<file path="src/rtl/ble_rx_pkg.sv">
// Shared definitions for the BLE receive path: deframer state encoding,
// access-address constants and the whitening feedback tap position.
// No ports; imported by the deframer and its whitening LFSR.
package ble_rx_pkg;

  typedef enum logic [1:0] {
    SEARCH = 2'd0,
    HDR0   = 2'd1,
    HDR1   = 2'd2,
    BODY   = 2'd3
  } rx_state_e;

  // Advertising-channel access address.
  localparam logic [31:0] BLE_AA_ADV = 32'h8E89BED6;

  // Whitening polynomial x^7 + x^4 + 1: the feedback bit also lands on position 4.
  localparam int WHITEN_TAP = 4;

  localparam int AA_BITS = 32;

endpackage

</file>
<file path="src/rtl/ble_whitening_lfsr.sv">
// BLE data whitening sequence generator (x^7 + x^4 + 1), seeded from the channel index.
// Latency: wbit is the current register tap; the register advances one position per step.
// Backpressure: none; load wins over step. Ports: clk, rst (async active-low),
//   load (seed from channel), channel[5:0], step (advance one bit), wbit (whitening bit).
module ble_whitening_lfsr
  import ble_rx_pkg::*;
(
  input  logic       clk,
  input  logic       rst,
  input  logic       load,
  input  logic [5:0] channel,
  input  logic       step,
  output logic       wbit
);

  logic [6:0] w;
  logic [6:0] w_nxt;

  // Rotate towards the MSB; the bit leaving position 6 re-enters at 0 and is
  // also folded into the tap position.
  always_comb begin
    w_nxt             = {w[5:0], w[6]};
    w_nxt[WHITEN_TAP] = w[WHITEN_TAP-1] ^ w[6];
  end

  always_ff @(posedge clk or negedge rst) begin
    if (!rst) begin
      w <= '0;
    end else if (load) begin
      // Channel bits are loaded in reverse order: channel[5] sits at position 1.
      w <= {channel[0], channel[1], channel[2], channel[3], channel[4], channel[5], 1'b1};
    end else if (step) begin
      w <= w_nxt;
    end
  end

  assign wbit = w[6];

endmodule

</file>
<file path="src/rtl/ble_aa_packet_deframer.sv">
// BLE access-address correlator and PDU deframer: finds the AA within MAX_MISMATCH bit
// errors, dewhitens the PDU and emits it as LSB-first bytes (header, payload, CRC).
// Latency: aa_found/byte_valid/pkt_done are registered, one clk after the deciding bit.
// Backpressure: none; the stage advances only on bit_valid and en=0 drops any frame.
// Ports: clk, rst (async active-low), en, bit_valid, bit_in, access_addr, channel,
//   dewhiten_en in; aa_found, byte_out, byte_valid, pkt_done, pkt_err out.
module ble_aa_packet_deframer
  import ble_rx_pkg::*;
#(
  parameter int MAX_MISMATCH = 1,
  parameter int MAX_LEN      = 255,
  parameter int CRC_BYTES    = 3
) (
  input  logic        clk,
  input  logic        rst,
  input  logic        en,
  input  logic        bit_valid,
  input  logic        bit_in,
  input  logic [31:0] access_addr,
  input  logic [5:0]  channel,
  input  logic        dewhiten_en,
  output logic        aa_found,
  output logic [7:0]  byte_out,
  output logic        byte_valid,
  output logic        pkt_done,
  output logic        pkt_err
);

  rx_state_e   state;
  logic [31:0] sr;
  logic [5:0]  fill;
  logic [2:0]  bcnt;
  logic [7:0]  bsh;
  logic [8:0]  remaining;

  logic [31:0] cand;
  logic [5:0]  pop;
  logic [5:0]  fill_nxt;
  logic        match;
  logic        in_frame;
  logic        wbit;
  logic        dbit;
  logic [7:0]  byte_nxt;

  // Window as it will look after this bit is shifted in.
  assign cand = {bit_in, sr[31:1]};

  always_comb begin
    pop = '0;
    for (int i = 0; i < AA_BITS; i++) begin
      pop = pop + 6'(cand[i] ^ access_addr[i]);
    end
  end

  // Fill counts bits shifted since entering SEARCH, including the current one;
  // a match needs a window made entirely of received bits.
  assign fill_nxt = (fill == 6'(AA_BITS)) ? fill : fill + 6'd1;
  assign match    = (fill_nxt == 6'(AA_BITS)) && (pop <= 6'(MAX_MISMATCH));

  assign in_frame = (state != SEARCH);
  assign dbit     = bit_in ^ (dewhiten_en & wbit);
  assign byte_nxt = {dbit, bsh[7:1]};

  ble_whitening_lfsr u_lfsr (
    .clk     (clk),
    .rst     (rst),
    .load    (en & bit_valid & ~in_frame & match),
    .channel (channel),
    .step    (en & bit_valid & in_frame),
    .wbit    (wbit)
  );

  always_ff @(posedge clk or negedge rst) begin
    if (!rst) begin
      state      <= SEARCH;
      sr         <= '0;
      fill       <= '0;
      bcnt       <= '0;
      bsh        <= '0;
      remaining  <= '0;
      aa_found   <= 1'b0;
      byte_out   <= '0;
      byte_valid <= 1'b0;
      pkt_done   <= 1'b0;
      pkt_err    <= 1'b0;
    end else begin
      aa_found   <= 1'b0;
      byte_valid <= 1'b0;
      pkt_done   <= 1'b0;
      pkt_err    <= 1'b0;
      if (!en) begin
        // Drop everything, including a partly assembled byte; no pkt_done.
        state     <= SEARCH;
        sr        <= '0;
        fill      <= '0;
        bcnt      <= '0;
        bsh       <= '0;
        remaining <= '0;
      end else if (bit_valid) begin
        if (!in_frame) begin
          if (match) begin
            // sr/fill are cleared here and stay frozen outside SEARCH, so the
            // next search always starts from an empty window.
            aa_found  <= 1'b1;
            state     <= HDR0;
            sr        <= '0;
            fill      <= '0;
            bcnt      <= '0;
            remaining <= '0;
          end else begin
            sr   <= cand;
            fill <= fill_nxt;
          end
        end else begin
          bsh  <= byte_nxt;
          bcnt <= bcnt + 3'd1;
          if (bcnt == 3'd7) begin
            byte_out   <= byte_nxt;
            byte_valid <= 1'b1;
            case (state)
              HDR0: state <= HDR1;
              HDR1: begin
                if ({1'b0, byte_nxt} > 9'(MAX_LEN)) begin
                  pkt_done <= 1'b1;
                  pkt_err  <= 1'b1;
                  state    <= SEARCH;
                end else begin
                  remaining <= 9'(byte_nxt) + 9'(CRC_BYTES);
                  state     <= BODY;
                end
              end
              BODY: begin
                remaining <= remaining - 9'd1;
                if (remaining == 9'd1) begin
                  pkt_done <= 1'b1;
                  state    <= SEARCH;
                end
              end
              default: state <= SEARCH;
            endcase
          end
        end
      end
    end
  end

endmodule
</file>
<file path="config.mk">
export PLATFORM = sky130hd
export DESIGN_NAME = ble_aa_packet_deframer
export DESIGN_NICKNAME = d
export VERILOG_FILES = /design/src/rtl/ble_rx_pkg.sv /design/src/rtl/ble_whitening_lfsr.sv /design/src/rtl/ble_aa_packet_deframer.sv
export SDC_FILE = /design/constraint.sdc
export NUM_CORES = 1
export LEC_CHECK = 0
export ABC_AREA = 1
export CELL_PAD_IN_SITES_DETAIL_PLACEMENT = 1
export CELL_PAD_IN_SITES_GLOBAL_PLACEMENT = 1
export CORE_MARGIN = 2
export CORE_UTILIZATION = 40
export DETAILED_ROUTE_END_ITERATION = 8
export GPL_TIMING_DRIVEN = 0
export PLACE_DENSITY_LB_ADDON = 0.1
export RECOVER_POWER = 100
export REMOVE_ABC_BUFFERS = 1
export SETUP_SLACK_MARGIN = 0.4
export SYNTH_ARGS = -nofsm -noshare
export SYNTH_HDL_FRONTEND = slang
export SYNTH_HIERARCHICAL = 1
export SYNTH_SLANG_ARGS = --single-unit
</file>
<file path="constraint.sdc">
create_clock -name clk -period 11.42 [get_ports clk]
set_input_delay 1.713 -clock clk [delete_from_list [all_inputs] [get_ports clk]]
set_output_delay 1.713 -clock clk [all_outputs]
set_load 0.03 [all_outputs]
</file>
==> reports/qor.yml, run 1 <==
status:
  outcome: "finished with violations"
  violations: "max-capacitance violations, max-slew violations"
clock_tree:
  holdBufCountCts: 0
  numCtsBuffers: 9
  numClockSinks: 76
  clock_latency_ns: 0.35
  clockBufferDepth: 2
  htreeDepth: 3
  cts.root.buffer_cell: "clkbuf_16"
  clk_pin_slew_ns: 0.07
  cts_tree: "yes"
  cts_resized: 0
  postCtsSetupRepairBufs: 0
timing:
  finalMaxSlewViolations: 121
  fmax_ghz: 0.121
  slew-limit-headroom_pct: -84.8
  fin_worst_skew_ns: 0.0117
  worst_slew_pin_slew_ns: 2.76
  finalCriticalPeriod_ns: 8.24
  rsz0062_at_grt: "no"
  hold_viol: 0
  fin_crit_sh_pct: 72.2
  setup_viol: 0
  setup_tns_ns: 0
pwr:
  ir_drop_uv: 92.4
  p_leak_uw: 0.00270
  pwr_density_cell_mw_per_mm2: 211
critical_path:
  critPathKind: "in -> reg"
  critPathRequiredTime_ns: 11.65
  critPathLaunchType: "primary input"
  worstSetupEndpointType: "flop"
  critical_path.max_fanout: 9
  critPathArrivalTime_ns: 8.47
  worst-r2r-setup-slack_ns: 4.68
floorplan:
  num_io_pins: 56
  coreArea_mm2: 0.0120
  dieHeight_um: 115
  start_util_pct: 41.1
  num_rows: 40
  dieWidth_um: 115
  die-area_mm2: 0.0132
grt:
  grt_pass1_vias: 4275
  grtUsageTotal_pct: 20.2
  grt_pass1_wl_mm: 20.8
  grt_antenna_before_repair: 0
  grt_overflow: 0
  grt_max_degree: 49
synthesis:
  synth_top_cell_by_area: "dfrtp_1"
  synthTopCellsByArea: "dfrtp_1 (39%), nand2_1 (12%), fa_1 (9.7%)"
  synth.distinct_cells: 37
  postSynthCellCount: 572
  synth-edff-count: 0
  yosysWarnings: 6
  ys.flop_type: "dfrtp_1"
  synth_area_mm2: 0.00494
  ys_ff_latch: 76
  yosysTopAreaCellShare_pct: 38.5
  async_reset_ff_share_pct: 100
  ys_seq_area_share_pct: 38.5
  syn_avg_cell_area_um2: 8.63
cells_and_area:
  final_cells: 774
  n_fill_cell: 1481
  multiInputGateArea_mm2: 0.00246
  seq_area_mm2: 0.00190
  drive_gt1_share_pct: 4.47
  diodes: 0
  area_growth_pct: 14.4
  final_nets: 707
placement:
  gp_congestion: 0.805
  dp_cells: 758
  dp_hpwl_mm: 8.97
  io_buffer_count: 54
routing:
  drc: 0
  drt-total-wl_mm: 12.2
  dr.pass1.iters: 4
  wl_per_cell_um: 15.7
  drtIter0Drc: 104
  avgViaCountPerCell: 5.02
  num_vias: 3887
  antenna_left: 0
hold_path:
  holdCritPathClass: "reg -> reg"
job:
  maxCapViolations: 3
-- cell type report --
class                           count  area share, %
Multi-Input combinational cell    406           43.6
Timing Repair Buffer               55           9.53
Inverter                           74           4.92
Sequential cell                    76           33.7
Clock buffer                        9           3.99
Tap cell                          147           3.26
Clock inverter                      7           1.02
-- critical path: stages --
cell	delay, ns
dlygate4sd3_1	0.55
xor2_1	0.19
fa_1	0.55
inv_1	0.06
fa_1	0.53
inv_1	0.05
fa_1	0.49
fa_1	0.49
inv_1	0.06
fa_1	0.51
fa_1	0.49
inv_1	0.07
ha_1	0.18
inv_1	0.07
fa_1	0.49
inv_1	0.04
nor2_1	0.09
nand2_1	0.06
nor2_1	0.09
nand3_1	0.16
nor2_1	0.13
nand4_1	0.15
nor2_1	0.69
nor2_1	0.31
a21oi_1	0.20
nand2_1	0.06
-- flip-flops by register name, indices dropped and copies added (netlist names) --
signal and flops:
aa_found 1, bsh 7, remaining 9, state 2, sr 31, byte_valid 1
byte_out 8, pkt_done 1, u_lfsr/w 7, bcnt 3, fill 6
-- cell families after synthesis --
kind of cell    share of synthesized area [%]
buf+inv                                  8.04
fa+ha+maj                                14.0
compound gates                           10.6
other cells                            0.0760
simple gates                             22.7
xor+xnor                                 6.03
flops                                    38.5
-- placed cells by master, fill, tap and decap left out, types with 10 or more instances in the layout --
cell | synthesis | routed
nand2_1 | 161 | 164
dfrtp_1 | 76 | 76
inv_1 | 64 | 68
o21ai_0 | 18 | 53
clkdlybuf4s50_1 | 0 | 40
nand3_1 | 35 | 36
nor2_1 | 29 | 33
fa_1 | 24 | 24
xor2_1 | 21 | 21
ha_1 | 17 | 17
xnor2_1 | 13 | 13
dlygate4sd3_1 | 0 | 13
a21oi_1 | 10 | 10
-- per-stage QoR --
stage	setup slack, ns	util [%]	hold WS (ns)	area, um^2	power, uW
floorplan	4.22	-	0.449	4820	781
global placement	3.17	46.1	0.464	5540	920
detailed placement	3.05	46.4	0.476	5570	958
CTS	3.41	48.8	0.496	5860	1240
global route	2.72	47.0	0.514	5650	1330
finish	3.18	47.0	0.487	5650	1190
-- where the power goes --
| group | internal (uW) | leakage [uW] | total [uW] | switching (uW) |
|---|---|---|---|---|
| Combinational | 232 | 0.00153 | 597 | 365 |
| Clock | 150 | 0.000129 | 278 | 128 |
| Sequential | 292 | 0.00104 | 317 | 24.9 |
| Total | 674 | 0.00270 | 1190 | 518 |
-- worst paths after layout --
path                       depth (start not counted)       startpoint           end
setup / recovery                                  26  access_addr[17]   u_lfsr/w[4]
hold / removal                                     2      byte_out[3]   byte_out[3]
setup reg to reg                                  25           sr[18]   u_lfsr/w[4]
hold reg to reg                                    2      byte_out[3]   byte_out[3]
max in group asynchronous                          2              rst  remaining[2]
min in group asynchronous                          1              rst        sr[19]
-- synth_stat cells, types with 4 or more instances --
cell type and n:
ha_1 17, o22ai_1 9, buf_6 6, o21ai_2 28
o21ai_1 11, o21ai_0 18, inv_1 64, nand3_1 35
inv_2 8, nand2_2 4, a21oi_1 10, dfrtp_1 76
xor2_1 21, buf_2 5, nor2_4 6, nand2_1 161
fa_1 24, xnor2_1 13, nor2_1 29
-- per-layer routing --
layer	up-vias	wire length, um	track usage [%]
met1	1929	5450	24.7
met4	0	191	6.43
li1	1902	-	-
met3	14	314	3.90
met5	-	0	0
met2	42	6210	36.2
No activity file was read; power rests on OpenSTA's default activity.
==> inputs of run 2 (changes only) <==
- clock period: 11.42 -> 7.69 ns (I/O delays scaled with it)
==> reports/qor.yml, run 2 (synthesis gave the netlist of run 1 again) <==
floorplan:
  dieHeight_um: 115  # unchanged
  dieWidth_um: 115  # unchanged
  die-area_mm2: 0.0132  # unchanged
  coreArea_mm2: 0.0120  # unchanged
  num_io_pins: 56  # unchanged
  start_util_pct: 41.1  # unchanged
  num_rows: 40  # unchanged
grt:
  grt_pass1_wl_mm: 20.8  # -0.13%
  grt_pass1_vias: 4274  # -0.023%
  grt_max_degree: 49  # unchanged
  grt_antenna_before_repair: 0  # unchanged
  grtUsageTotal_pct: 20.2  # -0.022 points
  grt_overflow: 0  # unchanged
timing:
  fin_crit_sh_pct: 91.9
  hold_viol: 0  # unchanged
  fmax_ghz: 0.141
  whs_ns: 0.486  # -0.00109 ns
  worst_slew_pin_slew_ns: 2.73  # -0.0309 ns
  slew-limit-headroom_pct: -82.7  # +2.1 points
  setup_viol: 0  # unchanged
  finalMaxSlewViolations: 121  # unchanged
  fin_worst_skew_ns: 0.0114  # -0.000351 ns
  final.setup.worst_slack_ns: 0.622  # -2.56 ns
  rsz0062_at_grt: "yes"
  finalCriticalPeriod_ns: 7.07
cells_and_area:
  final_nets: 711  # +0.57%
  area_growth_pct: 15.6
  largest_register_ffs: 31  # unchanged
  layout_common_cells: "nand2_1 (162), dfrtp_1 (76), inv_1 (68)"
  final_common_cell: "nand2_1"
  reg.largest.list: "sr: 31 flops, remaining: 9 flops, byte_out: 8 flops"
  n_fill_cell: 1480  # -0.068%
  drive_gt1_share_pct: 5.71  # +1.2 points
  fin_util_pct: 47.5  # +0.49 points
  diodes: 0  # unchanged
  regMostFlops: "sr"
hold_path:
  min_to: "byte_out[3]"
  holdCritPathClass: "reg -> reg"
  holdPathStages: 2  # unchanged
  holdCritStartpoint: "byte_out[3]"
critical_path:
  r2r-start: "sr[18]"
  worstSetupEndpointType: "flop"
  cp-startpoint: "access_addr[17]"
  critPathArrivalTime_ns: 7.30  # -1.17 ns
  worst-r2r-setup-slack_ns: 1.43  # -3.25 ns
  critPathRequiredTime_ns: 7.92  # -3.73 ns
  r2r_cells: 25  # unchanged
  critPathLaunchType: "primary input"
  worstReg2RegEnd: "remaining[1]"
  critPathKind: "in -> reg"
  critical_path.max_fanout: 16  # +7
clock_tree:
  clk_pin_slew_ns: 0.07  # about the same
  clockBufferDepth: 2  # unchanged
  cts.root.buffer_cell: "clkbuf_16"
  numCtsBuffers: 9  # unchanged
  htreeDepth: 3  # unchanged
  numClockSinks: 76  # unchanged
  clock_latency_ns: 0.35  # about the same
  cts_tree: "yes"
routing:
  drt-total-wl_mm: 12.2  # +0.33%
  num_vias: 3907  # +0.51%
  top_layer: "met4"
  dr_wl_met3_um: 313  # -0.32%
  antenna_left: 0  # unchanged
  avgViaCountPerCell: 5.02  # about the same
  wl_met2_mm: 6.25  # +0.68%
  wl_per_cell_um: 15.7  # -0.19%
  dr.pass1.iters: 4  # unchanged
  wl_met1_mm: 5.45  # about the same
  drtIter0Drc: 103  # -0.96%
  drc: 0  # unchanged
pwr:
  ir_drop_uv: 137  # +48%
  pwr_density_cell_mw_per_mm2: 310  # +47%
  p_leak_uw: 0.00273  # +0.84%
placement:
  gp_congestion: 0.805  # unchanged
  io_buffer_count: 54  # unchanged
  pre_cts_ws_ns: -0.122  # -3.17 ns
  dp_hpwl_mm: 8.97  # unchanged
status:
  violations: "max-capacitance violations, max-slew violations"
  outcome: "finished with violations"
job:
  maxCapViolations: 3  # unchanged
run 2: cell types whose count changed in the layout (fill, tap and decap cells not counted):
cell,before,now
buf_4,0,4
nand2_1,164,162
nand2_4,0,2
clkdlybuf4s50_1,40,41
dlygate4sd3_1,13,12
nand4_1,5,4
nand4_2,0,1
nor2_1,33,32
nor2_4,3,4
run 2: worst max-delay path by stage:
stage	to	slack, ns	depth (start not counted)
3_3_place_gp	u_lfsr/w[4]	-0.004	26
3_5_place_dp	u_lfsr/w[4]	-0.12	26
4_1_cts	sr[2]	0.45	24
5_1_grt	remaining[1]	0.19	26
2_1_floorplan	u_lfsr/w[4]	1.05	25
6_report	remaining[1]	0.62	26
run 2: where the power goes:
part | total [uW] | internal (uW) | switching, uW
clock network | 413 | 223 | 190
logic | 889 | 345 | 543
registers | 470 | 434 | 36.8
total | 1770 | 1000 | 770
run 2: critical path: stages:
cell and delay (ns):
clkdlybuf4s50_1 0.41, xor2_1 0.19, fa_1 0.56, inv_1 0.06, fa_1 0.53, inv_1 0.05
fa_1 0.48, fa_1 0.49, inv_1 0.06, fa_1 0.51, fa_1 0.49, inv_1 0.07
ha_1 0.18, inv_1 0.07, fa_1 0.49, inv_1 0.04, nor2_1 0.09, nand2_1 0.06
nor2_1 0.09, nand3_1 0.16, nor2_4 0.11, nand4_1 0.21, nand2_4 0.25, nand2_1 0.27
nand2_1 0.16, nand2_1 0.06
run 2: metal layers:
layer,vias to the layer above,track usage [%]
li1,1908,-
met1,1943,24.6
met2,42,36.2
met3,14,3.90
met4,0,6.43
met5,-,0
run 2: final cells by class:
class	count	area (um^2)	share of cell area, %
multi-input cells	406	2490	43.7
clock buffers	9	225	3.95
inverters	74	278	4.87
clock inverters	7	57.6	1.01
well taps	147	184	3.22
repair buffers	59	568	9.96
flip-flops and latches	76	1900	33.3
run 2: what timing repair did:
action / in CTS / in global routing
hold buffers: 0 / 0
pin swaps: 0 / 2
hold endpoints to repair: 0 / 0
endpoints found under the setup margin: 7 / 39
resized for setup: 1 / 3
buffers inserted: 0 / 4
run 2: stage by stage:
| step | power (uW) | instance area (um^2) | std cells | TNS [ns] |
|---|---|---|---|---|
| after global routing | 1980 | 5710 | 778 | 0 |
| after detailed placement | 1420 | 5570 | 758 | -0.607 |
| after floorplan | 1160 | 4820 | 556 | 0 |
| final | 1770 | 5710 | 778 | 0 |
| after global placement | 1370 | 5540 | 757 | -0.00414 |
| after CTS | 1850 | 5860 | 774 | 0 |
==> inputs of run 3 (changes only) <==
- CTS_CLUSTER_DIAMETER: default -> 50
==> results of run 3 <==
No change in the layout: final DEF, timing and power equal those of run 2.
